## src/rtl/regfile_operand_fetch.sv

```systemverilog
// Operand fetch: drives register file reads, tracks pending writes,
// stalls on read-after-write hazards and bypasses same-cycle writeback.
module regfile_operand_fetch #(
  parameter int WIDTH = 8,
  parameter int AW    = 3
) (
  input  logic             clk,
  input  logic             rst_n,
  input  logic             in_valid,
  output logic             in_ready,
  input  logic [AW-1:0]    in_src_a,
  input  logic [AW-1:0]    in_src_b,
  input  logic [AW-1:0]    in_dst,
  input  logic             in_dst_en,
  output logic [AW-1:0]    rf_a_address,
  output logic [AW-1:0]    rf_b_address,
  input  logic [WIDTH-1:0] rf_a_data,
  input  logic [WIDTH-1:0] rf_b_data,
  input  logic             wb_valid,
  input  logic [AW-1:0]    wb_address,
  input  logic [WIDTH-1:0] wb_data,
  output logic             out_valid,
  input  logic             out_ready,
  output logic [WIDTH-1:0] out_a,
  output logic [WIDTH-1:0] out_b,
  output logic [AW-1:0]    out_dst,
  output logic             out_dst_en,
  output logic [7:0]       stall_cnt
);

  localparam int NREG = 1 << AW;

  typedef enum logic [1:0] {
    IDLE,
    FETCH,
    HOLD
  } state_t;

  state_t            state;
  logic [AW-1:0]     src_a_q;
  logic [AW-1:0]     src_b_q;
  logic [AW-1:0]     dst_q;
  logic              dst_en_q;
  logic [NREG-1:0]   scoreboard;
  logic              in_ready_q;

  logic              wb_hit_a;
  logic              wb_hit_b;
  logic              haz_a;
  logic              haz_b;
  logic              hazard;
  logic              fetch_done;
  logic [WIDTH-1:0]  opnd_a;
  logic [WIDTH-1:0]  opnd_b;
  logic [NREG-1:0]   sb_clr;
  logic [NREG-1:0]   sb_set;
  logic [NREG-1:0]   sb_next;

  assign rf_a_address = src_a_q;
  assign rf_b_address = src_b_q;
  assign in_ready     = in_ready_q;

  // Hazard detection and operand selection with writeback bypass
  always_comb begin
    wb_hit_a   = wb_valid && (wb_address == src_a_q);
    wb_hit_b   = wb_valid && (wb_address == src_b_q);
    haz_a      = (src_a_q != '0) && scoreboard[src_a_q] && !wb_hit_a;
    haz_b      = (src_b_q != '0) && scoreboard[src_b_q] && !wb_hit_b;
    hazard     = haz_a || haz_b;
    fetch_done = (state == FETCH) && !hazard;
    if (src_a_q == '0) begin
      opnd_a = '0;
    end else if (wb_hit_a) begin
      opnd_a = wb_data;
    end else begin
      opnd_a = rf_a_data;
    end
    if (src_b_q == '0) begin
      opnd_b = '0;
    end else if (wb_hit_b) begin
      opnd_b = wb_data;
    end else begin
      opnd_b = rf_b_data;
    end
  end

  // Scoreboard next value: writeback clears, issue sets, set wins
  always_comb begin
    sb_clr = '0;
    sb_set = '0;
    if (wb_valid && (wb_address != '0)) begin
      sb_clr[wb_address] = 1'b1;
    end
    if (fetch_done && dst_en_q && (dst_q != '0)) begin
      sb_set[dst_q] = 1'b1;
    end
    sb_next    = (scoreboard & ~sb_clr) | sb_set;
    sb_next[0] = 1'b0;
  end

  // Pending-write scoreboard
  always_ff @(posedge clk or negedge rst_n) begin
    if (!rst_n) begin
      scoreboard <= '0;
    end else begin
      scoreboard <= sb_next;
    end
  end

  // Issue FSM with registered handshake and operand outputs
  always_ff @(posedge clk or negedge rst_n) begin
    if (!rst_n) begin
      state      <= IDLE;
      in_ready_q <= 1'b1;
      src_a_q    <= '0;
      src_b_q    <= '0;
      dst_q      <= '0;
      dst_en_q   <= 1'b0;
      out_valid  <= 1'b0;
      out_a      <= '0;
      out_b      <= '0;
      out_dst    <= '0;
      out_dst_en <= 1'b0;
      stall_cnt  <= '0;
    end else begin
      unique case (state)
        IDLE: begin
          if (in_valid) begin
            src_a_q    <= in_src_a;
            src_b_q    <= in_src_b;
            dst_q      <= in_dst;
            dst_en_q   <= in_dst_en;
            in_ready_q <= 1'b0;
            state      <= FETCH;
          end
        end
        FETCH: begin
          if (hazard) begin
            if (stall_cnt != 8'hFF) begin
              stall_cnt <= stall_cnt + 8'd1;
            end
          end else begin
            out_a      <= opnd_a;
            out_b      <= opnd_b;
            out_dst    <= dst_q;
            out_dst_en <= dst_en_q;
            out_valid  <= 1'b1;
            state      <= HOLD;
          end
        end
        HOLD: begin
          if (out_ready) begin
            out_valid  <= 1'b0;
            in_ready_q <= 1'b1;
            state      <= IDLE;
          end
        end
        default: begin
          state      <= IDLE;
          in_ready_q <= 1'b1;
          out_valid  <= 1'b0;
        end
      endcase
    end
  end

endmodule

```

## config.mk

```make
export PLATFORM = sky130hd
export DESIGN_NAME = regfile_operand_fetch
export DESIGN_NICKNAME = d
export VERILOG_FILES = /design/src/rtl/regfile_operand_fetch.sv
export SDC_FILE = /design/constraint.sdc
export NUM_CORES = 1
export LEC_CHECK = 0
export ABC_CLOCK_PERIOD_IN_PS = 5900
export BUFFER_PORTS_ARGS = -buffer_cell sky130_fd_sc_hd__buf_2
export CAP_MARGIN = 20
export CORE_MARGIN = 10
export CORE_UTILIZATION = 55
export CTS_CLUSTER_DIAMETER = 80
export CTS_CLUSTER_SIZE = 28
export DETAILED_ROUTE_END_ITERATION = 8
export GPL_TIMING_DRIVEN = 0
export PLACE_DENSITY_LB_ADDON = 0.1
export SYNTH_ARGS = -nofsm -noshare
export SYNTH_HDL_FRONTEND = slang
export SYNTH_SLANG_ARGS = --single-unit
```

## constraint.sdc

```tcl
create_clock -name clk -period 5.9 [get_ports clk]
set_clock_uncertainty 0.1 [all_clocks]
set_input_delay 0.59 -clock clk [delete_from_list [all_inputs] [get_ports clk]]
set_output_delay 0.59 -clock clk [all_outputs]
set_load 0.05 [all_outputs]
```

### Word level (Yosys, flattened, before mapping)

Index checks and enable logic that the tools add are counted.

| word-level totals | value |
|---|---|
| logic and storage cells | 87 |
| input bits | 42 |
| flip-flop bits (word level) | 49 |

| operators by class | value |
|---|---|
| bitwise gates (word level) | 6 |
| reductions and logical operators | 29 |
| order comparisons | 6 |
| mux-type cells | 24 |
| add/subtract/negate cells | 1 |
| equality and inequality tests | 8 |

Operators with widths:

| operator | number |
|---|---|
| $mux W8 | 6 |
| $lt A3 B4 Y1 const B | 4 |
| $logic_and A1 B1 Y1 | 12 |
| $reduce_and A3 Y1 | 4 |
| $reduce_bool A3 Y1 | 4 |
| $add A8 B1 Y8 const B | 1 |
| $and A8 B8 Y8 | 1 |
| $mux W1 | 8 |
| $ne A8 B8 Y1 const B | 1 |
| $not A8 Y8 | 1 |
| $or A8 B8 Y8 | 1 |
| $bmux W1 S3 | 2 |
| $demux W1 S3 | 2 |
| $eq A3 B3 Y1 | 2 |
| $ge A3 B1 Y1 const B | 2 |
| $logic_not A3 Y1 | 2 |
| $mux W2 | 3 |
| $ne A2 B2 Y1 const B | 3 |
| $pmux W1 S3 | 2 |
| $pmux W2 S3 | 1 |
| $reduce_and A2 Y1 | 2 |
| $logic_not A1 Y1 | 3 |
| $not A1 Y1 | 3 |
| $eq A2 B1 Y1 const B | 1 |
| 3 further kinds | 3 |

### Logic depth before layout (Yosys ltp)

Gate-level depths: netlist of the first run.

| depth | value |
|---|---|
| depth after elaboration | 11 |
| gate-level depth with buffers | 10 |

### Worst setup path after synthesis of the first run

Ideal clock, no wire load.

| path | value |
|---|---|
| path kind | register -> register |
| start | reg src_a_q[0] (netlist: rf_a_address[0]) |
| end | reg out_a[3] |
| setup slack | 3.298 ns |
| library setup time | 0.125 ns |
| data arrival time | 2.377 ns |
| cell stages (with the launch flop) | 10 |
| data required time | 5.675 ns |
| cells stage by stage | dfrtp_1 -> buf_6 -> mux2_4 -> a221o_1 -> o2111a_1 -> buf_6 -> nor3_4 -> buf_6 -> buf_8 -> mux2_4 |

| on the way | value |
|---|---|
| longest elaborated chain between the ends | 7 |
| elaborated cells on any way between the ends | 14 |

RTL lines:

| what | RTL line | source |
|---|---|---|
| from (decl) | 40 | `logic [AW-1:0] src_a_q;` |
| from (signal assigned) | 129 | `src_a_q <= in_src_a;` |
| $bmux W1 S3 / $eq A3 B3 Y1 (equally long branches) | 67, 65 |  |
| $mux W1 (implied by the code) / $logic_and A1 B1 Y1 (equally long branches) | 67, 65 |  |
| $logic_and A1 B1 Y1 / $logic_not A1 Y1 (equally long branches) | 67 | `haz_a = (src_a_q != '0) && scoreboard[src_a_q] && !wb_hit_a;` |
| $logic_and A1 B1 Y1 | 67 |  |
| $logic_or A1 B1 Y1 | 69 | `hazard = haz_a \|\| haz_b;` |
| $not A1 Y1 (no line) | n/a |  |
| $reduce_and A2 Y1 (no line) | n/a |  |
| to (signal assigned) | 143 | `out_a <= opnd_a;` |
| to (decl) | 24 | `output logic [WIDTH-1:0] out_a,` |

Several ways; a longest one is shown, not always the timed one. The select of a mux whose other input is x is not followed.
A chain may end at the register's enable or synchronous reset.

### Worst setup path in the final report of the first run

Same ends and word-level chain as after synthesis.

==> key figures, run 1 <==
Run status
  • Status: completed

Setup path
  • Cell mode on critical path: buf_6
  • CP Capture Type: register
  • Startpoint Class: register
  • Crit Path Max Fanout: 10
  • CP Data Arrival Time: about 2.5 ns
  • Crit-path slowest cell: dfrtp_1
  • Max stage delay on crit path: a little under 0.4 ns
  • Worst endpoint required time: 5.99 ns
  • Crit path cell chain: buf_6 > mux2_4 > a221o_1 > o2111a_1 > buf_6 > nor3_4 > buf_6 > buf_8 > mux2_4
  • Critical path class: reg2reg

Floorplanning
  • Die X: between 80 and 90 um
  • Starting Density: 0.5757
  • Io pins: a little under 80
  • Site Rows: 24
  • Area of the core: around 4400 um^2
  • Die H: 88.21 um
  • Die ar.: approximately 7800 um^2

Timing
  • F_max: roughly 400 MHz
  • Max_slew headroom: 0.3100
  • Final-report hold violation count: 0
  • RSZ-0062 raised after global routing: false
  • Worst-Margin Slew: about 1.0 ns
  • Fin. max-slew vios: 0
  • Final period util: 0.4161
  • Setup TNS: 0 ns
  • Final setup vio count: 0
  • Tmin final: between 2 and 2.5 ns
  • Worst Slack Setup Final: ~3.4 ns
  • Hold Slack: around 0.066 ns

Synthesis
  • Syn avg cell area: ~12 um^2
  • Synth cell types: 42
  • Post-Syn Instances: ~220
  • Synth area leaders: dfrtp_1 47%, mux2_2 13%, mux2i_1 7.8%
  • Syn nets: 258
  • Area leader, netlist: dfrtp_1
  • Synth Area in XOR/XNOR: 0.04108
  • Simple-Gate Fraction of Synth Area: 0.1139
  • Compound-Gate Fraction of Synth Area: 0.08949
  • Mux cell area share after synthesis: 0.2220
  • Largest family of logic cells by synthesized area: multiplexers
  • Sequential-to-total area share from yosys stat: 0.4797
  • Share of the synthesized area in the top cell type: 0.4694
  • Leading cell type by number of instances after synthesis: dfrtp_1
  • Synth Area in Adders: 0.004890
  • Yosys warns: 0
  • Flops & latches, synth: just under 50
  • Post-synth EDFFs: 0
  • Top_reg_cell synth: dfrtp_1
  • Post-synth top cells: 48 x dfrtp_1, 30 x mux2_2, 22 x nor2_1, 20 x mux2i_1, 12 x xnor2_1
  • Post-Syn Area: 2559 um^2
  • Post-synth ARST share: 1.000

Detailed routing
  • 1st-iter DRT viols: 94
  • Total number of vias: slightly below 2000
  • Routed WL: slightly above 6 mm
  • Via density: between 5 and 6
  • Antenna violation net count after detailed routing: 0
  • Number of remaining DRC errors: 0
  • Drt first pass iters: 4
  • WL/cell: roughly 17 um

Power
  • Pwr Density: approximately 660 nW/um^2
  • Static Leak: about 1.6 nW
  • Maximum VDD drop: between 0.3 and 0.4 mV

CTS
  • CTS root buf: clkbuf_8
  • Clock tree buffer depth: 2
  • # hold bufs at CTS: 0
  • H-tree levels: 2
  • Reg clk slew, reported paths: about 0.08 ns
  • Post_cts resized: 0
  • Post-CTS setup buffers: 0
  • TritonCTS buffer count: 5
  • CTS tree: yes
  • # clock sinks: between 40 and 50
  • Worst skew pair latency: around 0.30 ns

Final layout
  • Inserted Diodes: 0
  • # nets final: 339
  • Seq. cell area: 1227 um^2
  • Area occupied by multi-input gates: about 1200 um^2
  • Fillcell total: 359
  • Layout cell share with drive strength beyond 1: 0.4343
  • Area Overhead vs Synth: 22.15%

Global routing
  • Initial antenna violation count: 0
  • Global Route Usage Sum: 0.1548
  • Largest net degree at the start of global routing: 50
  • Total gr overflow: 0
  • First-pass GRT wire length: slightly below 10 mm
  • Vias in the first global route: about 1900

Run
  • Max cap viols: 0

Placed design
  • IO Port Bufs: 73
  • DP Wirelength: 4.523 mm
  • Final RePlAce weighted congestion: approximately 0.80
  • Worst slack, placed: ~3.3 ns

Min path
  • Worst Hold Class: in2async
-- state kept, by name, indices dropped and copies added, names as in the netlist --
register	count
out_dst	3
out_dst_en	1
in_ready	1
dst_en_q	1
rf_b_address	3
out_a	8
scoreboard	7
rf_a_address	3
stall_cnt	8
state	2
out_b	8
dst_q	3
out_valid	1
-- final cells by class --
cell class	instances	area share
buffer	16	0.03643
clock buffer	7	0.02762
clock inverter	1	0.009608
inverter	3	0.003603
multi-input combinational	147	0.3859
sequential	49	0.3927
tap	52	0.02082
timing repair buffer	74	0.1233
-- through the flow --
step                utilization  instance area [um^2]  std cells  total power [mW]
CTS                      0.6988                  3105        348             2.070
global route             0.7033                  3126        349             2.184
finish                   0.7033                  3126        349             2.058
detailed placement       0.6726                  2989        340             1.819
global placement         0.6726                  2989        340             1.802
floorplan                     -                  2559        215             1.546
-- per-layer routing --
layer / part of all wire / up-vias / track usage
met5: 0 / - / 0
met3: 0.11 / 7 / 0.05200
met2: 0.43 / 71 / 0.2184
met1: 0.45 / 929 / 0.2176
li1: - / 950 / -
met4: 0.014 / 0 / 0.04846
-- worst max-delay path, delay by kind of cell, from the launching register on --
family | cells | cell delay [ns]
flops | 1 | 0.39
compound gates | 2 | 0.44
simple gates | 1 | 0.18
buf+inv | 4 | 0.63
mux | 2 | 0.60
-- final timing paths --
path	startpoint	cells past startpoint	slack, ns	to
min reg2reg	out_valid	1	0.38	out_valid
max reg2reg	rf_a_address[0]	9	3.44	out_a[3]
max in group asynchronous	rst_n	2	5.08	in_ready
min in group clk	out_valid	1	0.38	out_valid
min	rst_n	1	0.07	rf_a_address[2]
max	rf_a_address[0]	9	3.44	out_a[3]
-- kinds of logic after synthesis --
family	after synthesis
compound gates	29
xor+xnor	12
mux	52
flops	49
buf+inv	19
simple gates	53
fa+ha+maj	1
-- report_power, final --
part           internal, mW  switching [mW]
clock network         0.138           0.108
logic                 0.433           0.767
registers             0.493           0.119
-- layout by cell type, fill, tap and decap left out, drive strengths merged, types with 2 or more instances in the layout --
master,n
nand4b,3
inv,3
and3,4
o211ai,3
nor3b,2
nand2,5
a21o,2
nand3,3
xnor2,12
mux2i,20
mux2,32
nor3,4
o2111ai,3
nand4,3
clkbuf,10
buf,87
a21oi,4
nor2,22
o2111a,2
or4bb,2
dfrtp,48
o21ai,3
a22o,3
a32o,4
No activity file was read; power rests on OpenSTA's default activity.
==> run 2, diff against run 1 <==
ABC_CLOCK_PERIOD_IN_PS = 2500   (was 5900)
CORE_UTILIZATION = 51   (was 55)
clock period = 2.5 ns   (was 5.9 ns; I/O delays follow)
==> run 2 against run 1 <==
Effect of this change: count of clock-buffer cells in the layout is 1 lower; routed wire length is 4.6% higher; clock power is 130% higher; global-route usage is 0.17 points lower; utilization is 2.1 points lower.
==> key figures, run 2 (same netlist as run 1, synthesis figures left out) <==
Setup path
  • Max stage delay on crit path: 0.48 ns (+0.09 ns)
  • Worst endpoint required time: 2.59 ns (-3.40 ns)
  • Reg-to-Reg Start: rf_a_address[0]
  • Cell mode on critical path: buf_6
  • WP buf/inv: 3 (-1)
  • Crit Path Max Fanout: 8 (-2)
  • Critical path class: reg2reg
  • Reg2reg path depth: 8 (-1)
  • Startpoint Class: register
  • CP Data Arrival Time: 2.50 ns (-0.04 ns)
  • CP Capture Type: register
  • Cell family with most CP delay: multiplexers
  • Worst flop-to-flop path endpoint: out_b[0]
  • Crit-path slowest cell: dfrtp_2
  • FF-to-FF setup slack: 0.09 ns (-3.35 ns)
  • Crit path cell chain: mux2_4 > a221o_1 > o2111a_1 > buf_6 > nor3_4 > buf_6 > buf_12 > mux2_2

Timing
  • Final setup vio count: 0 (unchanged)
  • Fin. max-slew vios: 0 (unchanged)
  • Worst-Margin Slew: 1.002 ns (-0.02544 ns)
  • Max_slew headroom: 0.3271 (+0.01709)
  • Final-report hold violation count: 0 (unchanged)
  • Final period util: 0.9626 (+0.5465)
  • RSZ-0062 raised after global routing: false
  • Worst Slack Setup Final: 0.09343 ns (-3.351 ns)
  • F_max: 415.5 MHz (+2.0%)
  • Tmin final: 2.407 ns (-0.04857 ns)
  • Hold Slack: 0.05814 ns (-0.008027 ns)

Global routing
  • Met2 global-route usage: 0.2566 (+0.03826)
  • Busiest grt layer: met2
  • Total gr overflow: 0 (unchanged)
  • Global Route Usage Sum: 0.1531 (-0.001706)
  • Largest net degree at the start of global routing: 50 (unchanged)
  • Global Route met1 Usage: 0.1889 (-0.02867)
  • Initial antenna violation count: 0 (unchanged)
  • Vias in the first global route: 2071 (+7.2%)
  • GR Util met3: 0.04489 (-0.007109)
  • First-pass GRT wire length: 10.44 mm (+7.9%)

Floorplanning
  • Die ar.: 8250 um^2 (+6.0%)
  • Area of the core: 4786 um^2 (+7.7%)
  • Site Rows: 25 (+4.2%)
  • Die H: 90.83 um (+3.0%)
  • Starting Density: 0.5346 (-0.04109)
  • Die X: 90.83 um (+3.0%)
  • Io pins: 78 (unchanged)

Placed design
  • Worst slack, placed: -0.01615 ns (-3.269 ns)
  • Placement Cell Area: 3013 um^2 (+0.80%)
  • Final RePlAce weighted congestion: 0.8109 (+1.5%)
  • IO Port Bufs: 73 (unchanged)
  • DP Wirelength: 4.659 mm (+3.0%)

Power
  • Combinational group share of total power: 0.587 (+0.004)
  • Seq pwr share: 0.301 (+0.004)
  • Pwr Density: 1551 nW/um^2 (+140%)
  • Clock share of power: 0.112 (-0.008)
  • Static Leak: 1.630 nW (+3.7%)
  • Psw: 2.421 mW (+140%)
  • Internal power: 2.645 mW (+150%)
  • Maximum VDD drop: 0.8411 mV (+120%)
  • Switching Fraction: 0.4779 (-0.005074)

Detailed routing
  • Via density: 5.421 (-3.3%)
  • Total number of vias: 2022 (+3.3%)
  • Routed WL: 6.345 mm (+4.6%)
  • Antenna violation net count after detailed routing: 0 (unchanged)
  • WL/cell: 17.01 um (-2.1%)
  • Number of remaining DRC errors: 0 (unchanged)
  • Drt first pass iters: 4 (unchanged)
  • 1st-iter DRT viols: 160 (+70%)

Final layout
  • Post-route cell area: 3266 um^2 (+4.5%)
  • Layout cell share with drive strength beyond 1: 0.4673 (+0.03298)
  • Fillcell total: 383 (+6.7%)
  • Inserted Diodes: 0 (unchanged)
  • # nets final: 348 (+2.7%)
  • Regs by FF count: out_a x8, out_b x8, stall_cnt x8
  • Area Overhead vs Synth: 27.63%
  • Most frequent cells in the layout: 76 x buf_2, 44 x dfrtp_1, 30 x mux2_2
  • Commonest non-fill, non-tap cell in the layout: buf_2

CTS
  • Clock tree buffer depth: 2 (unchanged)
  • Reg clk slew, reported paths: 0.09 ns (about the same)
  • CTS tree: yes
  • CTS root buf: clkbuf_8
  • H-tree levels: 2 (unchanged)
  • TritonCTS buffer count: 5 (unchanged)
  • Worst skew pair latency: 0.30 ns (about the same)
  • # clock sinks: 49 (unchanged)

Min path
  • Hold path cells: 3
  • Hold Path Origin: in_dst[1]
  • Hold Path End: dst_q[1]
  • Worst Hold Class: in2reg

Run
  • Max cap viols: 0 (unchanged)

Run status
  • Status: completed
run 2: how the worst max path moves through the flow:
| stage | from | cells after the start | to |
|---|---|---|---|
| finish | rf_a_address[0] | 8 | out_b[0] |
| detailed placement | rf_b_address[0] | 10 | out_a[3] |
| CTS | rf_a_address[0] | 9 | out_a[3] |
| floorplan | rf_a_address[0] | 9 | out_a[3] |
| global placement | rf_b_address[0] | 10 | out_a[3] |
| global route | rf_b_address[2] | 9 | out_b[0] |
run 2: power groups by stage:
stage               clock network, mW  registers (mW)  logic, mW
global route                    0.623            1.59       3.18
finish                          0.568            1.53       2.97
global placement                    0            1.46       2.81
floorplan                           0            2.36       1.30
detailed placement                  0            1.47       2.86
CTS                             0.580            1.47       2.95
run 2: through the flow:
stage	util	total power, mW	setup TNS (ns)	std cells
after global placement	0.6295	4.275	0	355
after detailed placement	0.6295	4.330	-0.01615	355
after global routing	0.6824	5.386	0	373
after CTS	0.6620	4.991	0	365
after floorplan	-	3.657	0	215
final	0.6824	5.066	0	373
run 2: layer usage:
metal / up-vias / wire length, um
met4: 0 / 54
met1: 992 / 2840
met2: 60 / 3109
met5: - / 0
met3: 7 / 341
li1: 963 / -
run 2: layout make-up:
class	instances	area (um^2)	share of cell area
well taps	67	83.83	0.02567
plain buffers	13	102.6	0.03142
inverters	3	11.26	0.003448
flip-flops and latches	49	1232	0.3774
clock buffers	6	72.57	0.02222
clock inverters	2	38.79	0.01188
multi-input cells	147	1221	0.3739
repair buffers	86	503.0	0.1540
run 2: timing repair:
item,CTS,global route
gates resized for setup,1,5
pin swaps,1,2
cloned,0,0
setup buffers,2,8
hold buffers,0,1
hold endpoints to repair,0,21
setup endpoints to repair,1,20
run 2: worst register-to-register path, delay by kind of cell (launching register included):
kind                   cells  cell delay (ns)
flip-flops                 1             0.48
multiplexers               2             0.63
buffers and inverters      3             0.43
AND/OR/NAND/NOR            1             0.20
AO/OA/AOI/OAI              2             0.45
